==> src/rtl/rv32_ctrl_pkg.sv <==
// Shared encodings for the multicycle RV32I sequencer:
// FSM states, opcodes, mux selects and the decoded control word.
package rv32_ctrl_pkg;

  typedef enum logic [3:0] {
    S_FETCH  = 4'd0,
    S_DECODE = 4'd1,
    S_MEMADR = 4'd2,
    S_MEMRD  = 4'd3,
    S_MEMWB  = 4'd4,
    S_MEMWR  = 4'd5,
    S_EXECR  = 4'd6,
    S_EXECI  = 4'd7,
    S_ALUWB  = 4'd8,
    S_JAL    = 4'd9,
    S_BRANCH = 4'd10,
    S_LUI    = 4'd11,
    S_TRAP   = 4'd15
  } state_e;

  localparam logic [6:0] OP_LOAD   = 7'b0000011;
  localparam logic [6:0] OP_STORE  = 7'b0100011;
  localparam logic [6:0] OP_R      = 7'b0110011;
  localparam logic [6:0] OP_I      = 7'b0010011;
  localparam logic [6:0] OP_BRANCH = 7'b1100011;
  localparam logic [6:0] OP_JAL    = 7'b1101111;
  localparam logic [6:0] OP_LUI    = 7'b0110111;

  localparam logic [2:0] F3_BEQ = 3'b000;
  localparam logic [2:0] F3_BNE = 3'b001;

  localparam logic [1:0] SRCA_PC    = 2'b00;
  localparam logic [1:0] SRCA_OLDPC = 2'b01;
  localparam logic [1:0] SRCA_RS1   = 2'b10;

  localparam logic [1:0] SRCB_RS2  = 2'b00;
  localparam logic [1:0] SRCB_IMM  = 2'b01;
  localparam logic [1:0] SRCB_FOUR = 2'b10;

  localparam logic [1:0] ALU_ADD   = 2'b00;
  localparam logic [1:0] ALU_SUB   = 2'b01;
  localparam logic [1:0] ALU_FUNCT = 2'b10;
  localparam logic [1:0] ALU_PASSB = 2'b11;

  localparam logic [1:0] RES_ALUOUT = 2'b00;
  localparam logic [1:0] RES_MEM    = 2'b01;
  localparam logic [1:0] RES_ALU    = 2'b10;

  // fetch/jump/branch are PC-update qualifiers;
  // the top combines them with mem_ready and zero.
  typedef struct packed {
    logic       fetch;
    logic       jump;
    logic       branch;
    logic       adr_src;
    logic       mem_read;
    logic       mem_write;
    logic       reg_we;
    logic       reg_re;
    logic [1:0] alu_src_a;
    logic [1:0] alu_src_b;
    logic [1:0] alu_op;
    logic [1:0] result_src;
  } ctrl_word_t;

endpackage

==> src/rtl/ctrl_word_dec.sv <==
// Pure state -> control-word decode for the multicycle sequencer.
// Unlisted fields stay zero in every state.
module ctrl_word_dec
  import rv32_ctrl_pkg::*;
(
  input  state_e     state_i,
  output ctrl_word_t cw_o
);

  always_comb begin
    cw_o = '0;
    unique case (state_i)
      S_FETCH: begin
        cw_o.fetch      = 1'b1;
        cw_o.adr_src    = 1'b0;
        cw_o.mem_read   = 1'b1;
        cw_o.alu_src_a  = SRCA_PC;
        cw_o.alu_src_b  = SRCB_FOUR;
        cw_o.alu_op     = ALU_ADD;
        cw_o.result_src = RES_ALU;
      end
      S_DECODE: begin
        cw_o.reg_re    = 1'b1;
        cw_o.alu_src_a = SRCA_OLDPC;
        cw_o.alu_src_b = SRCB_IMM;
        cw_o.alu_op    = ALU_ADD;
      end
      S_MEMADR: begin
        cw_o.alu_src_a = SRCA_RS1;
        cw_o.alu_src_b = SRCB_IMM;
        cw_o.alu_op    = ALU_ADD;
      end
      S_MEMRD: begin
        cw_o.adr_src    = 1'b1;
        cw_o.mem_read   = 1'b1;
        cw_o.result_src = RES_ALUOUT;
      end
      S_MEMWB: begin
        cw_o.result_src = RES_MEM;
        cw_o.reg_we     = 1'b1;
      end
      S_MEMWR: begin
        cw_o.adr_src    = 1'b1;
        cw_o.mem_write  = 1'b1;
        cw_o.result_src = RES_ALUOUT;
      end
      S_EXECR: begin
        cw_o.alu_src_a = SRCA_RS1;
        cw_o.alu_src_b = SRCB_RS2;
        cw_o.alu_op    = ALU_FUNCT;
      end
      S_EXECI: begin
        cw_o.alu_src_a = SRCA_RS1;
        cw_o.alu_src_b = SRCB_IMM;
        cw_o.alu_op    = ALU_FUNCT;
      end
      S_LUI: begin
        cw_o.alu_src_b = SRCB_IMM;
        cw_o.alu_op    = ALU_PASSB;
      end
      S_ALUWB: begin
        cw_o.result_src = RES_ALUOUT;
        cw_o.reg_we     = 1'b1;
      end
      S_JAL: begin
        cw_o.jump       = 1'b1;
        cw_o.alu_src_a  = SRCA_OLDPC;
        cw_o.alu_src_b  = SRCB_FOUR;
        cw_o.alu_op     = ALU_ADD;
        cw_o.result_src = RES_ALUOUT;
      end
      S_BRANCH: begin
        cw_o.branch     = 1'b1;
        cw_o.alu_src_a  = SRCA_RS1;
        cw_o.alu_src_b  = SRCB_RS2;
        cw_o.alu_op     = ALU_SUB;
        cw_o.result_src = RES_ALUOUT;
      end
      default: cw_o = '0;
    endcase
  end

endmodule

==> src/rtl/multicycle_ctrl.sv <==
// Main sequencing FSM of the non-pipelined RV32I core:
// state register, branch decision and retired-instruction counter.
module multicycle_ctrl
  import rv32_ctrl_pkg::*;
#(
  parameter int INSTRET_W = 32
) (
  input  logic                 clk,
  input  logic                 rst_n,
  input  logic [6:0]           opcode,
  input  logic [2:0]           funct3,
  input  logic                 zero,
  input  logic                 mem_ready,
  output logic                 pc_write,
  output logic                 ir_write,
  output logic                 adr_src,
  output logic                 mem_read,
  output logic                 mem_write,
  output logic                 reg_we,
  output logic                 reg_re,
  output logic [1:0]           alu_src_a,
  output logic [1:0]           alu_src_b,
  output logic [1:0]           alu_op,
  output logic [1:0]           result_src,
  output logic                 illegal,
  output logic [3:0]           state_o,
  output logic [INSTRET_W-1:0] instret
);

  state_e                 state_q, state_d;
  logic [INSTRET_W-1:0]   instret_q;
  logic                   illegal_q;
  logic                   retire;
  logic                   take;
  logic                   br_ok;
  ctrl_word_t             cw;

  ctrl_word_dec u_dec (
    .state_i (state_q),
    .cw_o    (cw)
  );

  assign br_ok = (funct3 == F3_BEQ) || (funct3 == F3_BNE);
  assign take  = ((funct3 == F3_BEQ) &&  zero) ||
                 ((funct3 == F3_BNE) && !zero);

  always_comb begin
    state_d = state_q;
    retire  = 1'b0;
    unique case (state_q)
      S_FETCH:  if (mem_ready) state_d = S_DECODE;
      S_DECODE: begin
        case (opcode)
          OP_LOAD,
          OP_STORE:  state_d = S_MEMADR;
          OP_R:      state_d = S_EXECR;
          OP_I:      state_d = S_EXECI;
          OP_BRANCH: state_d = br_ok ? S_BRANCH : S_TRAP;
          OP_JAL:    state_d = S_JAL;
          OP_LUI:    state_d = S_LUI;
          default:   state_d = S_TRAP;
        endcase
      end
      S_MEMADR: state_d = opcode[5] ? S_MEMWR : S_MEMRD;
      S_MEMRD:  if (mem_ready) state_d = S_MEMWB;
      S_MEMWB: begin
        state_d = S_FETCH;
        retire  = 1'b1;
      end
      S_MEMWR: begin
        if (mem_ready) begin
          state_d = S_FETCH;
          retire  = 1'b1;
        end
      end
      S_EXECR,
      S_EXECI,
      S_LUI,
      S_JAL:    state_d = S_ALUWB;
      S_ALUWB,
      S_BRANCH: begin
        state_d = S_FETCH;
        retire  = 1'b1;
      end
      S_TRAP:   state_d = S_TRAP;
      default:  state_d = S_TRAP;
    endcase
  end

  always_ff @(posedge clk or negedge rst_n) begin
    if (!rst_n) begin
      state_q   <= S_FETCH;
      instret_q <= '0;
      illegal_q <= 1'b0;
    end else begin
      state_q <= state_d;
      if (retire) instret_q <= instret_q + INSTRET_W'(1);
      if (state_d == S_TRAP) illegal_q <= 1'b1;
    end
  end

  // Strobes are gated by rst_n so an asserted reset kills
  // any access at once, even though FETCH is the reset state.
  assign pc_write  = rst_n & ((cw.fetch & mem_ready) | cw.jump |
                              (cw.branch & take));
  assign ir_write  = rst_n & cw.fetch & mem_ready;
  assign mem_read  = rst_n & cw.mem_read;
  assign mem_write = rst_n & cw.mem_write;
  assign reg_we    = rst_n & cw.reg_we;
  assign reg_re    = rst_n & cw.reg_re;

  assign adr_src    = cw.adr_src;
  assign alu_src_a  = cw.alu_src_a;
  assign alu_src_b  = cw.alu_src_b;
  assign alu_op     = cw.alu_op;
  assign result_src = cw.result_src;
  assign illegal    = illegal_q;
  assign state_o    = state_q;
  assign instret    = instret_q;

endmodule

==> config.mk <==
export PLATFORM = sky130hd
export DESIGN_NAME = multicycle_ctrl
export DESIGN_NICKNAME = d
export VERILOG_FILES = /design/src/rtl/rv32_ctrl_pkg.sv /design/src/rtl/ctrl_word_dec.sv /design/src/rtl/multicycle_ctrl.sv
export SDC_FILE = /design/constraint.sdc
export NUM_CORES = 1
export LEC_CHECK = 0
export CAP_MARGIN = 30
export CORE_MARGIN = 1.5
export CORE_UTILIZATION = 48
export DETAILED_ROUTE_END_ITERATION = 8
export PLACE_DENSITY = 0.91
export SLEW_MARGIN = 10
export SYNTH_ARGS = -nofsm -noshare
export SYNTH_HDL_FRONTEND = slang
export SYNTH_HIERARCHICAL = 1
export SYNTH_SLANG_ARGS = --single-unit
==> constraint.sdc <==
create_clock -name clk -period 2.15 [get_ports clk]
set_clock_uncertainty 0.2 [all_clocks]
set_input_delay 0.5375 -clock clk [delete_from_list [all_inputs] [get_ports clk]]
set_output_delay 0.5375 -clock clk [all_outputs]
set_load 0.005 [all_outputs]
# Word-level counts from Yosys, hierarchy flattened
# Cells that the tools add are included.
# W data, S select, Z words.
[classes]
n_bitwise = 11
reduce_logical = 17
mux = 20
n_eq_ne = 20
addsub = 1
[op_table]
columns = ["op", "n"]
rows = [
  ["$pmux W4 S6", 2],
  ["$add A32 B1 Y32 const B", 1],
  ["$pmux W4 S7", 1],
  ["$eq A7 B6 Y1 const B", 3],
  ["$eq A4 B4 Y1 const B", 5],
  ["$eq A4 B3 Y1 const B", 4],
  ["$eq A7 B7 Y1 const B", 2],
  ["$reduce_or A2 Y1", 7],
  ["$mux W4", 3],
  ["$and A1 B1 Y1", 9],
  ["$mux W1", 9],
  ["$eq A4 B2 Y1 const B", 2],
  ["$pmux W2 S2", 2],
  ["$reduce_or A4 Y1", 2],
  ["$eq A7 B2 Y1 const B", 1],
  ["$eq A7 B5 Y1 const B", 1],
  ["$mux W3", 2],
  ["$eq A4 B1 Y1 const B", 1],
  ["$logic_not A4 Y1", 1],
  ["$eq A3 B1 Y1 const B", 1],
  ["$logic_not A3 Y1", 1],
  ["$reduce_or A3 Y1", 1],
  ["$logic_and A1 B1 Y1", 2],
  ["$logic_or A1 B1 Y1", 2],
  ["3 further kinds", 4],
]
[totals]
word_cells = 72
input_bits = 14
ff_bits = 37

# Depth between registers and ports, before layout
[logic_depth]
word_depth = 6
mapped_depth = 7
ltp_nobuf = 5

# Cells and area by module
# The synthesis kept the hierarchy.
[by_module_without_submodules]
columns = ["mod", "instances", "cells_each", "seq_area_each_um2", "area_per_inst_um2"]
rows = [
  ["multicycle_ctrl", 1, 201, 925.9, 2045.7],
  ["ctrl_word_dec", 1, 32, 0.0, 231.5],
]

# Worst setup path after synthesis
# No wires, ideal clock.
[synth_path]
kind = "register -> output"
startpoint = "register state_q[2], in the netlist state_o[2]"
endpoint = "output pc_write"
arrival_ns = 1.349
path_stages_with_launch = 7
path_slack_ns = 0.064
n_path_buf = 2
required_time_ns = 1.412
path_cell_list = "dfrtp_1 -> buf_2 -> or2_4 -> nor3_2 -> buf_4 -> a21oi_1 -> a21boi_0"
[synth_lines]
columns = ["item", "line", "text"]
rows = [
  ["from (decl)", "multicycle_ctrl.sv:30", "state_e state_q, state_d;"],
  ["from (signal assigned)", "multicycle_ctrl.sv:96", "state_q <= state_d;"],
  ["to (decl)", "multicycle_ctrl.sv:14", "output logic pc_write,"],
]

# Worst setup path in the final report
[layout_path]
startpoint = "register state_q[2], in the netlist state_o[2]"
endpoint = "output pc_write"
[layout_via]
elab_chain_cells = 6
word_cells_on_any_way = 11
[layout_rtl]
columns = ["item", "line", "text"]
rows = [
  ["$logic_not A4 Y1", "ctrl_word_dec.sv:12", "unique case (state_i)"],
  ["$mux W1", "ctrl_word_dec.sv:12", ""],
  ["$and A1 B1 Y1", "multicycle_ctrl.sv:104", "assign pc_write = rst_n & ((cw.fetch & mem_ready) | cw.jump |"],
  ["$or A1 B1 Y1", "multicycle_ctrl.sv:104", ""],
  ["$or A1 B1 Y1 *", "multicycle_ctrl.sv:104", ""],
  ["$and A1 B1 Y1 *", "multicycle_ctrl.sv:104", ""],
]
# Mark *: on every way between the ends. The rest lies on a longest branch, timed or not.

==> reports/results.tsv <==
metric	value	unit
io_buffers	65	
tightest_slew	0.7177	ns
post-route-min-period	2.377	ns
seq_area_frac_synth	40.66	%
n_antenna_cell	0	
coreArea	4444	sq um
numCtsBuffers	5	
ir_drop	0.8196	mV
pre_cts_slack	-0.5728	ns
cts.sinks	37	
synth_edf_count	0	
num_io_pins	66	
hp-class	primary input to asynchronous set/reset pin	
dieArea	5166	sq um
fillers	190	
min_period_over_period	110.6	%
powerDensity	1048	nW/um^2
cp.arrival	1.64	ns
grt_max_degree	38	
status	finished with violations	
layoutNonFillerInstCount	393	
setup_slack	-0.2272	ns
dr.max_layer_used	met4	
synth_top_area_share	40.66	%
synthesis.instances	233	
wl	8.116	mm
fin_nets	355	
whs	0.2072	ns
reg2reg_to	illegal$_DFFE_PN0N_	
cp_max_fo	4	
clkLatencyLatePin	0.30	ns
criticalPathCategory	flop to output port	
grt_use_total	27.24	%
leakagePower	0.001930	uW
reg2reg_slack	-0.06	ns
start_kind	flop	
clkTransAtPathRegs	0.08	ns
wirelength_met1	3.359	mm
fmax	420.7	MHz
cts_hold_buf	0	
setup_violations	14	
antenna_left	0	
dr.pass1.iters	5	
rsz0062_at_grt	yes	
dpl.cell_count	368	
globalplace.congestion	0.8400	
dominantRegCellSynth	dfrtp_1	
wl_met3	391	microns
grt_overflow_total	0	
ys_ff_latch	37	
synthesis.area	2277	sq um
ys_warn_count	6	
die_y	71.88	microns
wl_per_cell	20.65	microns
synthesis.nets	248	
cts.path.max_buffers	2	
reg2reg_from	state_o[3]$_DFF_PN0_	
dp_hpwl	4.145	mm
r2r_cells	6	
synth_area_leaders	dfrtp_1 (41%), xor2_1 (11%), xnor2_1 (2.7%)	
rows	24	
ctsHtreeMaxLevel	2	
grt_first_pass_wirelength	11.04	mm
cts-root-buf	clkbuf_8	
maxCapViolations	0	
netlist-cell-type-count	51	
required	1.41	ns
finalHoldViolCount	0	
relSlewSlack	51.98	%
drt_iter0_markers	285	
grt_pass1_vias	2245	
dr_total_vias	2425	
dr_wl_met2	4.145	mm
start_util	51.24	%
synth_top_area_cell	dfrtp_1	
drc_errors	0	
dieWidth	71.88	microns
vias_per_cell	6.170	
async_reset_ff_share	100.0	%
final_util	87.11	%
slew_violations	0	
end_kind	output port	
tritoncts	done	
violations	negative setup slack	
antenna_found_initial	0	
synth.avg_cell_area	9.773	sq um
layout-drive-gt1-share	38.42	%
syn2layout_area_growth	70.00	%
## how the worst max path moves through the flow
stage,to,depth (start not counted),from,slack (ns)
global route,pc_write,5,state_o[2]$_DFF_PN0_,-0.25
global placement,pc_write,5,zero,-0.48
finish,pc_write,5,state_o[2]$_DFF_PN0_,-0.23
detailed placement,pc_write,5,zero,-0.57
CTS,pc_write,5,state_o[2]$_DFF_PN0_,-0.18
floorplan,pc_write,6,state_o[2]$_DFF_PN0_,0.06
## layout by cell type, fill, tap and decap left out, types with 3 or more instances in the layout
cell	n
nor3_2	3
clkbuf_8	7
mux2_2	3
and3_1	4
nor3_4	7
a21oi_1	3
buf_6	15
dlygate4sd2_1	4
nor3b_2	3
o21ai_0	5
buf_4	31
clkdlybuf4s50_1	46
and2_1	5
dfrtp_1	33
nor4_4	12
nand4_1	6
xor2_1	28
inv_1	4
buf_8	3
nand2b_4	4
nand3_1	12
nand2_1	12
dfrtp_2	4
buf_2	13
nor2_1	12
xnor2_1	5
and4_1	6
## power breakdown
group	switching (uW)	internal [uW]	total, uW
clock	267	290	557
combinational	1150	1410	2560
sequential	138	803	941
## stage by stage
stage / total power (uW) / instance area (sq um) / TNS (ns)
6_report: 4058 / 3871 / -1.087
5_1_grt: 4233 / 3871 / -1.944
4_1_cts: 3480 / 3498 / -0.7226
3_5_place_dp: 2606 / 3174 / -10.72
2_1_floorplan: 1744 / 2277 / 0
3_3_place_gp: 2551 / 3174 / -9.043
## per-layer routing
| layer | global-route usage, % | vias up |
|---|---|---|
| li1 | - | 1053 |
| met1 | 35.24 | 1239 |
| met2 | 45.27 | 110 |
| met3 | 6.048 | 23 |
| met4 | 9.224 | 0 |
| met5 | 0 | - |
## area by class of cell
type                            instances  area (sq um)  share of cell area, %
Multi-Input combinational cell        175          1634                  42.21
Clock buffer                            7         96.34                  2.489
Inverter                                4         15.01                 0.3878
Clock inverter                          1         5.005                 0.1293
Sequential cell                        37         930.9                  24.05
Timing Repair Buffer                  117          1125                  29.06
Tap cell                               52         65.06                  1.681
## synth_stat cells (all sizes together) (4+ instances only)
library cell,n
and3,5
nand2,13
nor3b,5
inv,4
xor2,28
o21ai,6
nor2,15
nor3,12
buf,15
nand4,6
and2,5
nand2b,6
nand3,12
nor4,14
xnor2,7
and4,6
dfrtp,37
## state kept, by name, summed over array words and instances, names as in the netlist
name,cells
illegal,1
instret,32
state_o,4
## repair_timing
| action | CTS | global route |
|---|---|---|
| setup endpoints to repair | 32 | 45 |
| gates resized for setup | 92 | 58 |
| endpoints found under the hold margin | 0 | 0 |
| pin swaps | 17 | 38 |
| gates cloned | 2 | 1 |
| setup buffers | 7 | 10 |
## critical path, cell delays in order, from the launching register on
cell      delay, ns
dfrtp_2        0.45
or2_4          0.28
nor3_4         0.17
a21oi_1        0.14
a21boi_1       0.15
buf_2          0.14
## cell families after synthesis
kind of cell	count (synthesis)	share of synthesized area [%]
AOI/OAI and AO/OA	22	6.978
adders and majority gates	1	0.5494
buffers and inverters	21	4.890
muxes	4	1.923
DFF	37	40.66
and+or+nand+nor	113	31.54
xor gates and xnor gates	35	13.46
(Power assumes the default switching activity.)
